--- config.mk ---
export PLATFORM = sky130hd
export DESIGN_NAME = demultiplexer_stream
export DESIGN_NICKNAME = d
export VERILOG_FILES = /design/src/rtl/demultiplexer_stream.sv
export SDC_FILE = /design/constraint.sdc
export NUM_CORES = 1
export LEC_CHECK = 0
export ABC_AREA = 1
export CORE_ASPECT_RATIO = 1.1
export CORE_MARGIN = 5
export CORE_UTILIZATION = 40
export DETAILED_ROUTE_END_ITERATION = 8
export PLACE_DENSITY = 0.66
export REMOVE_ABC_BUFFERS = 1
export SLEW_MARGIN = 20
export SYNTH_ARGS = -nofsm -noshare
export SYNTH_HDL_FRONTEND = slang
export SYNTH_SLANG_ARGS = --single-unit
--- constraint.sdc ---
create_clock -name clk -period 2.3 [get_ports clk]
set_clock_uncertainty 0.2 [all_clocks]
set_input_delay 0.345 -clock clk [delete_from_list [all_inputs] [get_ports clk]]
set_output_delay 0.345 -clock clk [all_outputs]
set_load 0.05 [all_outputs]
--- src/rtl/demultiplexer_stream.sv ---
// demultiplexer_stream
// ---------------------------------------------------------------------------
// Steers one producer stream to one of two consumer streams. Each branch has
// its own first-word-fall-through FIFO, so a stalled consumer only blocks the
// producer while `sel` points at that consumer's branch.
//
// Optional feature: define DEMUX_COUNT_EN to add two 8-bit wrapping counters
// of accepted bytes per branch (ports out1_count / out2_count).
//
// Parameters
//   WIDTH       data width of the input and both outputs
//   DEPTH       entries per branch FIFO (power of two, >= 2)
// Ports
//   clk         rising-edge clock
//   reset       synchronous, active-high reset
//   input_1     input data
//   in_valid    producer has data on input_1
//   in_ready    the branch selected by sel has room (never depends on in_valid)
//   sel         destination: 0 -> output_1, 1 -> output_2
//   output_1    head of branch-1 FIFO, zero while out1_valid is low
//   out1_valid  branch-1 FIFO non-empty
//   out1_ready  branch-1 consumer takes the head entry
//   output_2 / out2_valid / out2_ready   same for branch 2
//   out1_count / out2_count  accepted-byte counters (DEMUX_COUNT_EN only)
// ---------------------------------------------------------------------------
module demultiplexer_stream #(
  parameter int WIDTH = 8,
  parameter int DEPTH = 2
) (
  input  logic             clk,
  input  logic             reset,
  input  logic [WIDTH-1:0] input_1,
  input  logic             in_valid,
  output logic             in_ready,
  input  logic             sel,
  output logic [WIDTH-1:0] output_1,
  output logic             out1_valid,
  input  logic             out1_ready,
  output logic [WIDTH-1:0] output_2,
  output logic             out2_valid,
  input  logic             out2_ready
`ifdef DEMUX_COUNT_EN
  ,
  output logic [7:0]       out1_count,
  output logic [7:0]       out2_count
`endif
);

  localparam int PW = (DEPTH > 1) ? $clog2(DEPTH) : 1;
  localparam int CW = PW + 1;
  localparam logic [CW-1:0] OCC_FULL = CW'(DEPTH);

  // Index 0 is branch 1 (output_1), index 1 is branch 2 (output_2).
  logic [1:0]            branch_sel_s;
  logic [1:0]            full_s;
  logic [1:0]            valid_s;
  logic [1:0]            out_ready_s;
  logic [1:0]            push_s;
  logic [1:0]            pop_s;
  logic [1:0][WIDTH-1:0] data_s;
  logic                  in_fire_s;
`ifdef DEMUX_COUNT_EN
  logic [1:0][7:0]       count_s;
`endif

  // Handshake decode: in_ready only looks at sel and FIFO fullness, so there
  // is no path from in_valid or from either out ready into in_ready. A full
  // branch being popped this cycle still reports not-ready.
  always_comb begin
    branch_sel_s = {sel, ~sel};
    out_ready_s  = {out2_ready, out1_ready};
    in_ready     = ~full_s[sel];
    in_fire_s    = in_valid & in_ready;
    push_s       = branch_sel_s & {2{in_fire_s}};
    pop_s        = valid_s & out_ready_s;
  end

  for (genvar b = 0; b < 2; b++) begin : g_branch
    logic [WIDTH-1:0] mem_r [DEPTH];
    logic [PW-1:0]    wr_ptr_r;
    logic [PW-1:0]    rd_ptr_r;
    logic [CW-1:0]    occ_r;

    // Storage write; contents are intentionally left unreset.
    always_ff @(posedge clk) begin
      if (push_s[b] && !reset) begin
        mem_r[wr_ptr_r] <= input_1;
      end
    end

    // Pointers wrap naturally; fullness/emptiness come from occupancy only.
    always_ff @(posedge clk) begin
      if (reset) begin
        wr_ptr_r <= {PW{1'b0}};
        rd_ptr_r <= {PW{1'b0}};
        occ_r    <= {CW{1'b0}};
      end else begin
        if (push_s[b]) begin
          wr_ptr_r <= wr_ptr_r + PW'(1);
        end
        if (pop_s[b]) begin
          rd_ptr_r <= rd_ptr_r + PW'(1);
        end
        case ({push_s[b], pop_s[b]})
          2'b10:   occ_r <= occ_r + CW'(1);
          2'b01:   occ_r <= occ_r - CW'(1);
          default: occ_r <= occ_r;
        endcase
      end
    end

    assign full_s[b]  = (occ_r == OCC_FULL);
    assign valid_s[b] = (occ_r != {CW{1'b0}});
    // Head is gated to zero when empty so stale memory never shows.
    assign data_s[b]  = valid_s[b] ? mem_r[rd_ptr_r] : {WIDTH{1'b0}};

`ifdef DEMUX_COUNT_EN
    logic [7:0] count_r;

    // Accepted-byte counter for this branch, wraps 255 -> 0.
    always_ff @(posedge clk) begin
      if (reset) begin
        count_r <= 8'd0;
      end else if (push_s[b]) begin
        count_r <= count_r + 8'd1;
      end
    end

    assign count_s[b] = count_r;
`endif
  end

  assign output_1   = data_s[0];
  assign out1_valid = valid_s[0];
  assign output_2   = data_s[1];
  assign out2_valid = valid_s[1];
`ifdef DEMUX_COUNT_EN
  assign out1_count = count_s[0];
  assign out2_count = count_s[1];
`endif

endmodule

## Yosys cells after proc, flatten, opt, wreduce, memory -nomap -nowiden

Memory sizes are Yosys's and may differ from the RTL's. A register that Yosys moved wholly into a read port is not among the register bits.
Cells that the tools add are included.

- Memories: 2
- Bits in writable memories: 32
- Word-level logic and storage cells: 49
- Register bits after elaboration: 8
- Output and inout port bits: 19

- Reductions and logical operators: 7
- Mux-type cells: 14
- $lt $le $gt $ge: 1
- Equality and inequality tests: 6
- Add/sub/neg operators: 8
- Bitwise logic cells: 5

Memories:

| name | depth | width | rd ports | clocked after memory_dff | write ports | line | RTL |
|---|---|---|---|---|---|---|---|
| g_branch[0].mem_r | 2 | 8 | 1 | 1 | 1 | 79 | `logic [WIDTH-1:0] mem_r [DEPTH];` |
| g_branch[1].mem_r | 2 | 8 | 1 | 1 | 1 | 79 |  |

Operators by type and width:

| cell | count |
|---|---|
| 8-bit two-way mux | 2 |
| 1-bit two-way mux | 10 |
| 2-bit == test, second input constant | 4 |
| 2-bit one-hot mux with 2 select lines | 2 |
| 2-bit nonzero test | 4 |
| 1-bit adder, second input constant | 4 |
| 2-bit by 1-bit adder with 2-bit output, second input constant | 2 |
| 2-bit bitwise AND | 2 |
| 2-bit by 1-bit == test with 1-bit output, second input constant | 2 |
| 2-bit by 1-bit subtractor with 2-bit output, second input constant | 2 |
| 1-bit logical AND | 2 |
| 1-bit by 2-bit < comparator with 1-bit output, second input constant | 1 |
| 1-bit inverter | 2 |
| 1-bit bitwise AND | 1 |
| 1-bit zero test | 1 |

## Depth between registers and ports, before layout

Gate-level depths: netlist of the first run.

- Word-level depth: 9
- Depth in mapped cells: 9
- Depth with buffers taken out: 8

## Worst setup path after synthesis of the first run

OpenSTA, ideal clock, no wires.

- Path type: register to output
- From: reg (tool-made name)
- To: out output_1[0]
- Path slack: 0.351 ns
- Arrival time: 1.404 ns
- Data required time: 1.755 ns
- Stages on the path, launching flop included: 5
- Cell sequence: dfxtp_1 > buf_2 > inv_1 > nand2_1 > a21oi_1

RTL lines:

| element | line | RTL |
|---|---|---|
| to (decl) | 36 | `output logic [WIDTH-1:0] output_1,` |

==> out/results.tsv, run 1 <==
stage	metric	value	unit
outcome	status	completed	
yosys	synth_commonest_cells	45 x nand2_1, 32 x edfxtp_1, 18 x a21oi_1, 17 x inv_1, 14 x nor2_1	
yosys	synth_xor_area_share	0	%
timing	tightest_slew	0.317	ns
clock_network	cts_resized	0	
clock_network	clock-sinks	42	
critical_path	critPathCaptureType	output pin	
critical_path	criticalPathCategory	reg2out	
yosys	synth_most_common_cell	nand2_1	
yosys	synth.yosys.seq_area_share	66.9	%
clock_network	clk_path_buf_depth	2	
routing	wl_met2	1410	um
clock_network	cts_hold_buf	0	
die	fp.dieH	79.1	um
critical_path	startpoint_type	flip-flop	
critical_path	cp_num_buf_inv	2	
timing	fmax	504	MHz
grt	grt_pass1_wl	5190	um
yosys	synth-simple-area-share	16.6	%
timing	finalSetupViolCount	0	
yosys	syn_area	0.00174	sq mm
place	port_buffers	32	
yosys	netlist_instances	164	
layout	drive_gt1_share	19.1	%
critical_path	critical_path.top_delay_family	buffers and inverters	
place	dp_hpwl	2200	um
die	dieArea	0.00576	sq mm
timing	tns	0	ns
grt	grt_pass1_vias	1085	
timing	hold_slack	0.329	ns
clock_network	htreeDepth	2	
grt	grt_usage	11.9	%
run	maxCapViolCount	0	
yosys	async_flop_share	0	%
critical_path	critPathRequiredTime	1.75	ns
power	leakagePower	0.000869	uW
timing	period_needed	1.99	ns
routing	first_pass_iters	4	
yosys	yosysTopAreaCellShare	55.3	%
routing	top_layer_used	met4	
layout	n_antenna_cell	0	
layout	areaGrowthSynthToFinish	24.9	%
timing	max_slew_margin	78.8	%
timing	finalCritPeriodShare	86.3	%
yosys	ys.flop_type	edfxtp_1	
yosys	netlist_top_cells_area	edfxtp_1 55%, dfxtp_1 12%, nand2_1 9.7%, a21oi_1 5.2%, inv_1 3.7%	
routing	via_per_inst	4.54	
clock_network	cts.reportedPaths.clkPinSlew	0.07	ns
yosys	synth_fa_ha_area_share	1.44	%
routing	drtAntennaViolNets	0	
yosys	synth-seq-cells	42	
timing	slew_viol_final	0	
clock_network	numCtsBuffers	5	
worst_hold_path	hold_class	reg2reg	
die	ios	33	
timing	final-hold-violation-count	0	
timing	rsz0062_at_grt	no	
yosys	synthMuxAreaShare	0	%
grt	grt_max_degree	13	
layout	instances_no_fill	258	
critical_path	critical-path-slowest-cell	dfxtp_1	
critical_path	crit_chain	inv_1 > nand2_1 > a21oi_1 > buf_4	
yosys	synth_cell_types	19	
routing	drt-met1-wl	1390	um
routing	routed-via-count	1171	
yosys	synth_edf_count	32	
clock_network	cts_tree	built	
power	peakVddDrop	0.000495	V
grt	antenna_found_initial	0	
routing	drc	0	
die	num_rows	25	
routing	drt_iter0_markers	46	
place	dp.cells	250	
critical_path	slowest_delay	0.41	ns
place	gp_congestion	0.806	
yosys	postSynthAreaPerCell	10.6	sq um
grt	gr-total-overflow	0	
power	power	1940	uW
die	start_util	40.8	%
clock_network	post_cts_buffers	0	
critical_path	path_max_fanout	9	
clock_network	root_buffer	clkbuf_8	
yosys	synth_warnings	0	
layout	final_util	51.0	%
routing	routed_wl	3060	um
power	cellPowerDensity	895	mW/mm^2
die	core-area	0.00425	sq mm
routing	wl_met3	221	um
yosys	synth-compound-area-share	9.08	%
yosys	synth_top_family_by_area	simple AND/OR/NAND/NOR gates	
die	fp.dieW	72.8	um
critical_path	cp.arrival	1.44	ns
layout	fin_nets	219	
yosys	yosysTopAreaCell	edfxtp_1	
clock_network	clk_latency	0.28	ns
routing	wire_per_inst	11.9	um
cells in the final DEF, fill, tap and decap left out:
cell type        synthesis  layout
nand2_1                 45      45
edfxtp_1                32      32
buf_4                    0      22
a21oi_1                 18      18
inv_1                   17      17
nor2_1                  14      14
clkdlybuf4s50_1          0      13
dfxtp_1                 10      10
clkbuf_8                 0       5
o21ai_0                  4       4
nor2_4                   2       2
nor2_2                   2       2
inv_2                    2       2
o211ai_2                 2       2
nor3_1                   2       2
o21ai_1                  2       2
nand2_2                  2       2
a31oi_1                  2       2
nand3_1                  2       2
ha_1                     2       2
clkinv_2                 0       1
clkinv_1                 0       1
clkbuf_1                 0       1
buf_12                   0       1
sequential cells by signal (all words and copies together) (netlist names), named ones only:
signal             flops
g_branch.mem_r        32
g_branch.occ_r         4
g_branch.rd_ptr_r      2
g_branch.wr_ptr_r      2
where the power goes:
| group | switching, uW | internal (uW) | total [uW] |
|---|---|---|---|
| registers | 45.8 | 859 | 905 |
| logic | 421 | 179 | 600 |
| clock network | 227 | 209 | 435 |
worst min-delay path, cell delays in order (launching register included):
cell,delay [ns]
dfxtp_1,0.35
nor2_1,0.06
nor2_1,0.09
area by class of cell:
class | count | area, sq um
sequential | 42 | 1160
clock inverter | 2 | 8.76
timing repair buffer | 36 | 315
clock buffer | 6 | 72.6
inverter | 19 | 71.3
fill | 395 | 2090
multi-input combinational | 99 | 472
tap | 54 | 67.6
through the flow:
stage                     setup slack (ns)  area [sq um]
after floorplan                      0.407          1700
after global placement               0.290          2090
after detailed placement             0.264          2090
after CTS                            0.294          2170
after global routing                 0.214          2170
final                                0.314          2170
routing by layer:
layer  track usage, %  vias to the layer above
met3             2.91                        5
met5                0                        -
li1                 -                      620
met1             15.9                      513
met2             18.1                       33
met4             5.54                        0
path summary, 6_finish.rpt:
kind,start,endpoint,slack (ns),depth (start not counted)
max reg2reg,g_branch[1].occ_r[0],g_branch[1].occ_r[1],0.57,7
max,flip-flop,output_2[3],0.31,4
min,g_branch[0].rd_ptr_r,flip-flop,0.33,2
min reg2reg,g_branch[0].rd_ptr_r,flip-flop,0.33,2
logic make-up (layout without fill, tap and decap cells):
kind of cell,Yosys count,in the layout
fa+ha+maj,2,2
compound gates,28,28
buf+inv,23,63
flops,42,42
simple gates,69,69
Power figures use the tool's default switching activity.
==> run 2, diff against run 1 <==
--- a/config.mk
+++ b/config.mk
@@ -10,7 +10,7 @@
 export CORE_MARGIN = 5
 export CORE_UTILIZATION = 40
 export DETAILED_ROUTE_END_ITERATION = 8
-export PLACE_DENSITY = 0.66
+export PLACE_DENSITY_LB_ADDON = 0.1
 export REMOVE_ABC_BUFFERS = 1
 export SLEW_MARGIN = 20
 export SYNTH_ARGS = -nofsm -noshare
==> constraint.sdc (replaced) <==
create_clock -name clk -period 2.3 [get_ports clk]
set_clock_uncertainty 0.2 [all_clocks]
set_input_delay 0.345 -clock clk [delete_from_list [all_inputs] [get_ports clk]]
set_output_delay 0.345 -clock clk [all_outputs]
set_load 0.1 [all_outputs]
==> out/results.tsv, run 2 (synthesis gave the netlist of run 1 again) <==
stage	metric	value	unit	change
worst_hold_path	hold_class	reg2reg		unchanged
layout	largestRegisters	g_branch.mem_r: 32 flops, g_branch.occ_r: 4 flops		unchanged
power	leakagePower	0.000937	uW	was 0.000869 uW
critical_path	crit_chain	inv_1 > nand2_1 > a21oi_1 > buf_12		was inv_1 > nand2_1 > a21oi_1 > buf_4
power	pwr-share-comb	42.8	%	was 30.9%
critical_path	startpoint_type	flip-flop		unchanged
worst_hold_path	hold-path-cell-count	2		unchanged
critical_path	cp.arrival	1.51	ns	was 1.44 ns
clock_network	clk_latency	0.28	ns	about the same
timing	tightest_slew	0.312	ns	was 0.317 ns
layout	areaGrowthSynthToFinish	38.9	%	was 24.9%
die	fp.dieW	72.8	um	unchanged
clock_network	cts.reportedPaths.clkPinSlew	0.07	ns	about the same
layout	regMostFlops	g_branch.mem_r		unchanged
timing	rsz0062_at_grt	no		unchanged
timing	fmax	486	MHz	was 504 MHz
timing	period_needed	2.06	ns	was 1.99 ns
grt	grt_usage	13.1	%	was 11.9%
power	peakVddDrop	0.000456	V	was 0.000495 V
layout	final_common_cell	nand2_1		unchanged
layout	num-fill-cells	382		was 395
timing	max_slew_margin	79.2	%	was 78.8%
die	ios	33		unchanged
routing	drt_iter0_markers	33		was 46
die	core-area	0.00425	sq mm	unchanged
place	port_buffers	32		unchanged
power	switching_share	40.2	%	was 35.8%
routing	routed-via-count	1233		was 1171
worst_hold_path	min_from	g_branch[1].rd_ptr_r		was g_branch[0].rd_ptr_r
place	dp_hpwl	2600	um	was 2200 um
layout	final_cell_area	0.00241	sq mm	was 0.00217 sq mm
critical_path	slowest_delay	0.40	ns	was 0.41 ns
layout	n_antenna_cell	0		unchanged
timing	finalCritPeriodShare	89.5	%	was 86.3%
power	power	2450	uW	was 1940 uW
critical_path	critPathRequiredTime	1.75	ns	about the same
critical_path	r2r_start	g_branch[1].occ_r[0]		unchanged
place	gp_congestion	0.766		was 0.806
clock_network	numCtsBuffers	5		unchanged
grt	grt_max_degree	13		unchanged
critical_path	criticalPathCategory	reg2out		unchanged
power	cellPowerDensity	1020	mW/mm^2	was 895 mW/mm^2
die	fp.dieH	79.1	um	unchanged
critical_path	path_max_fanout	9		unchanged
power	power.internal	1460	uW	was 1250 uW
place	postPlaceCellArea	0.00231	sq mm	was 0.00209 sq mm
clock_network	root_buffer	clkbuf_8		unchanged
grt	grt_pass1_wl	5660	um	was 5190 um
critical_path	critical-path-slowest-cell	dfxtp_1		unchanged
timing	slew_viol_final	0		unchanged
clock_network	cts_hold_buf	0		unchanged
routing	routed_wl	3440	um	was 3060 um
clock_network	cts_resized	0		unchanged
power	seqPwrFrac	36.9	%	was 46.6%
run	maxCapViolCount	0		unchanged
clock_network	clk_path_buf_depth	2		unchanged
timing	hold_slack	0.336	ns	was 0.329 ns
grt	antenna_found_initial	0		unchanged
grt	grt_pass1_vias	1183		was 1085
power	pwr-share-clk	20.2	%	was 22.4%
critical_path	critPathCaptureType	output pin		unchanged
clock_network	post_cts_buffers	0		unchanged
clock_network	clock-sinks	42		unchanged
layout	fin_nets	219		unchanged
routing	first_pass_iters	4		unchanged
layout	final_util	56.7	%	was 51.0%
routing	drtAntennaViolNets	0		unchanged
outcome	status	completed		unchanged
power	switchingPower	985	uW	was 694 uW
die	num_rows	25		unchanged
layout	largest_reg_flops	32		unchanged
layout	drive_gt1_share	19.6	%	was 19.1%
die	dieArea	0.00576	sq mm	unchanged
timing	finalSetupViolCount	0		unchanged
die	start_util	40.8	%	unchanged
clock_network	htreeDepth	2		unchanged
grt	gr-total-overflow	0		unchanged
routing	via_per_inst	4.78		was 4.54
layout	final_cell_mix	45 x nand2_1, 32 x edfxtp_1, 19 x buf_12		was 45 x nand2_1, 32 x edfxtp_1, 22 x buf_4
critical_path	ff2ff_path_depth	7		unchanged
routing	wire_per_inst	13.3	um	was 11.9 um
clock_network	cts_tree	built		unchanged
routing	drc	0		unchanged
timing	final-hold-violation-count	0		unchanged
[run 2: cell types whose count changed in the layout (fill, tap and decap cells not counted), sizes merged]
cell	before	now
clkinv	2	1
clkbuf	6	7
[run 2: path summary, 6_finish.rpt]
path | endpoint | slack [ns]
worst min-delay path | g_branch[1].rd_ptr_r | 0.34
worst max register to register | g_branch[1].occ_r[1] | 0.51
worst max-delay path | output_1[7] | 0.24
worst min register to register | g_branch[1].rd_ptr_r | 0.34
[run 2: per-stage QoR]
step	worst slack (ns)	std cells	setup TNS, ns
4_1_cts	0.190	258	0
2_1_floorplan	-0.294	160	-4.71
5_1_grt	0.118	258	0
6_report	0.241	258	0
3_5_place_dp	0.219	250	0
3_3_place_gp	0.308	250	0
[run 2: area by class of cell]
type / instances / area, sq um / area share [%]
clock inverters: 1 / 3.75 / 0.156
inverters: 19 / 71.3 / 2.96
clock buffers: 7 / 96.3 / 3.99
multi-input cells: 99 / 472 / 19.6
well taps: 54 / 67.6 / 2.80
flip-flops and latches: 42 / 1160 / 48.1
repair buffers: 36 / 541 / 22.4
[run 2: worst max-delay path, delay by kind of cell (launching register included)]
family / cells / cell delay [ns]
AND/OR/NAND/NOR: 1 / 0.09
AO/OA/AOI/OAI: 1 / 0.26
flip-flops: 1 / 0.40
buffers and inverters: 2 / 0.48
[run 2: per-layer routing]
layer / global-route usage, % / routed length (um) / up-vias
met4: 4.80 / 60 / 0
met5: 0 / 0 / -
met2: 23.6 / 1820 / 29
met1: 14.0 / 1370 / 573
li1: - / - / 622
met3: 4.30 / 183 / 9
[run 2: power groups by stage]
stage | sequential, uW | combinational [uW] | clock [uW]
after floorplan | 912 | 667 | 0
after global placement | 919 | 1040 | 0
after detailed placement | 922 | 1060 | 0
after CTS | 905 | 1060 | 518
after global routing | 912 | 1100 | 554
final | 905 | 1050 | 496
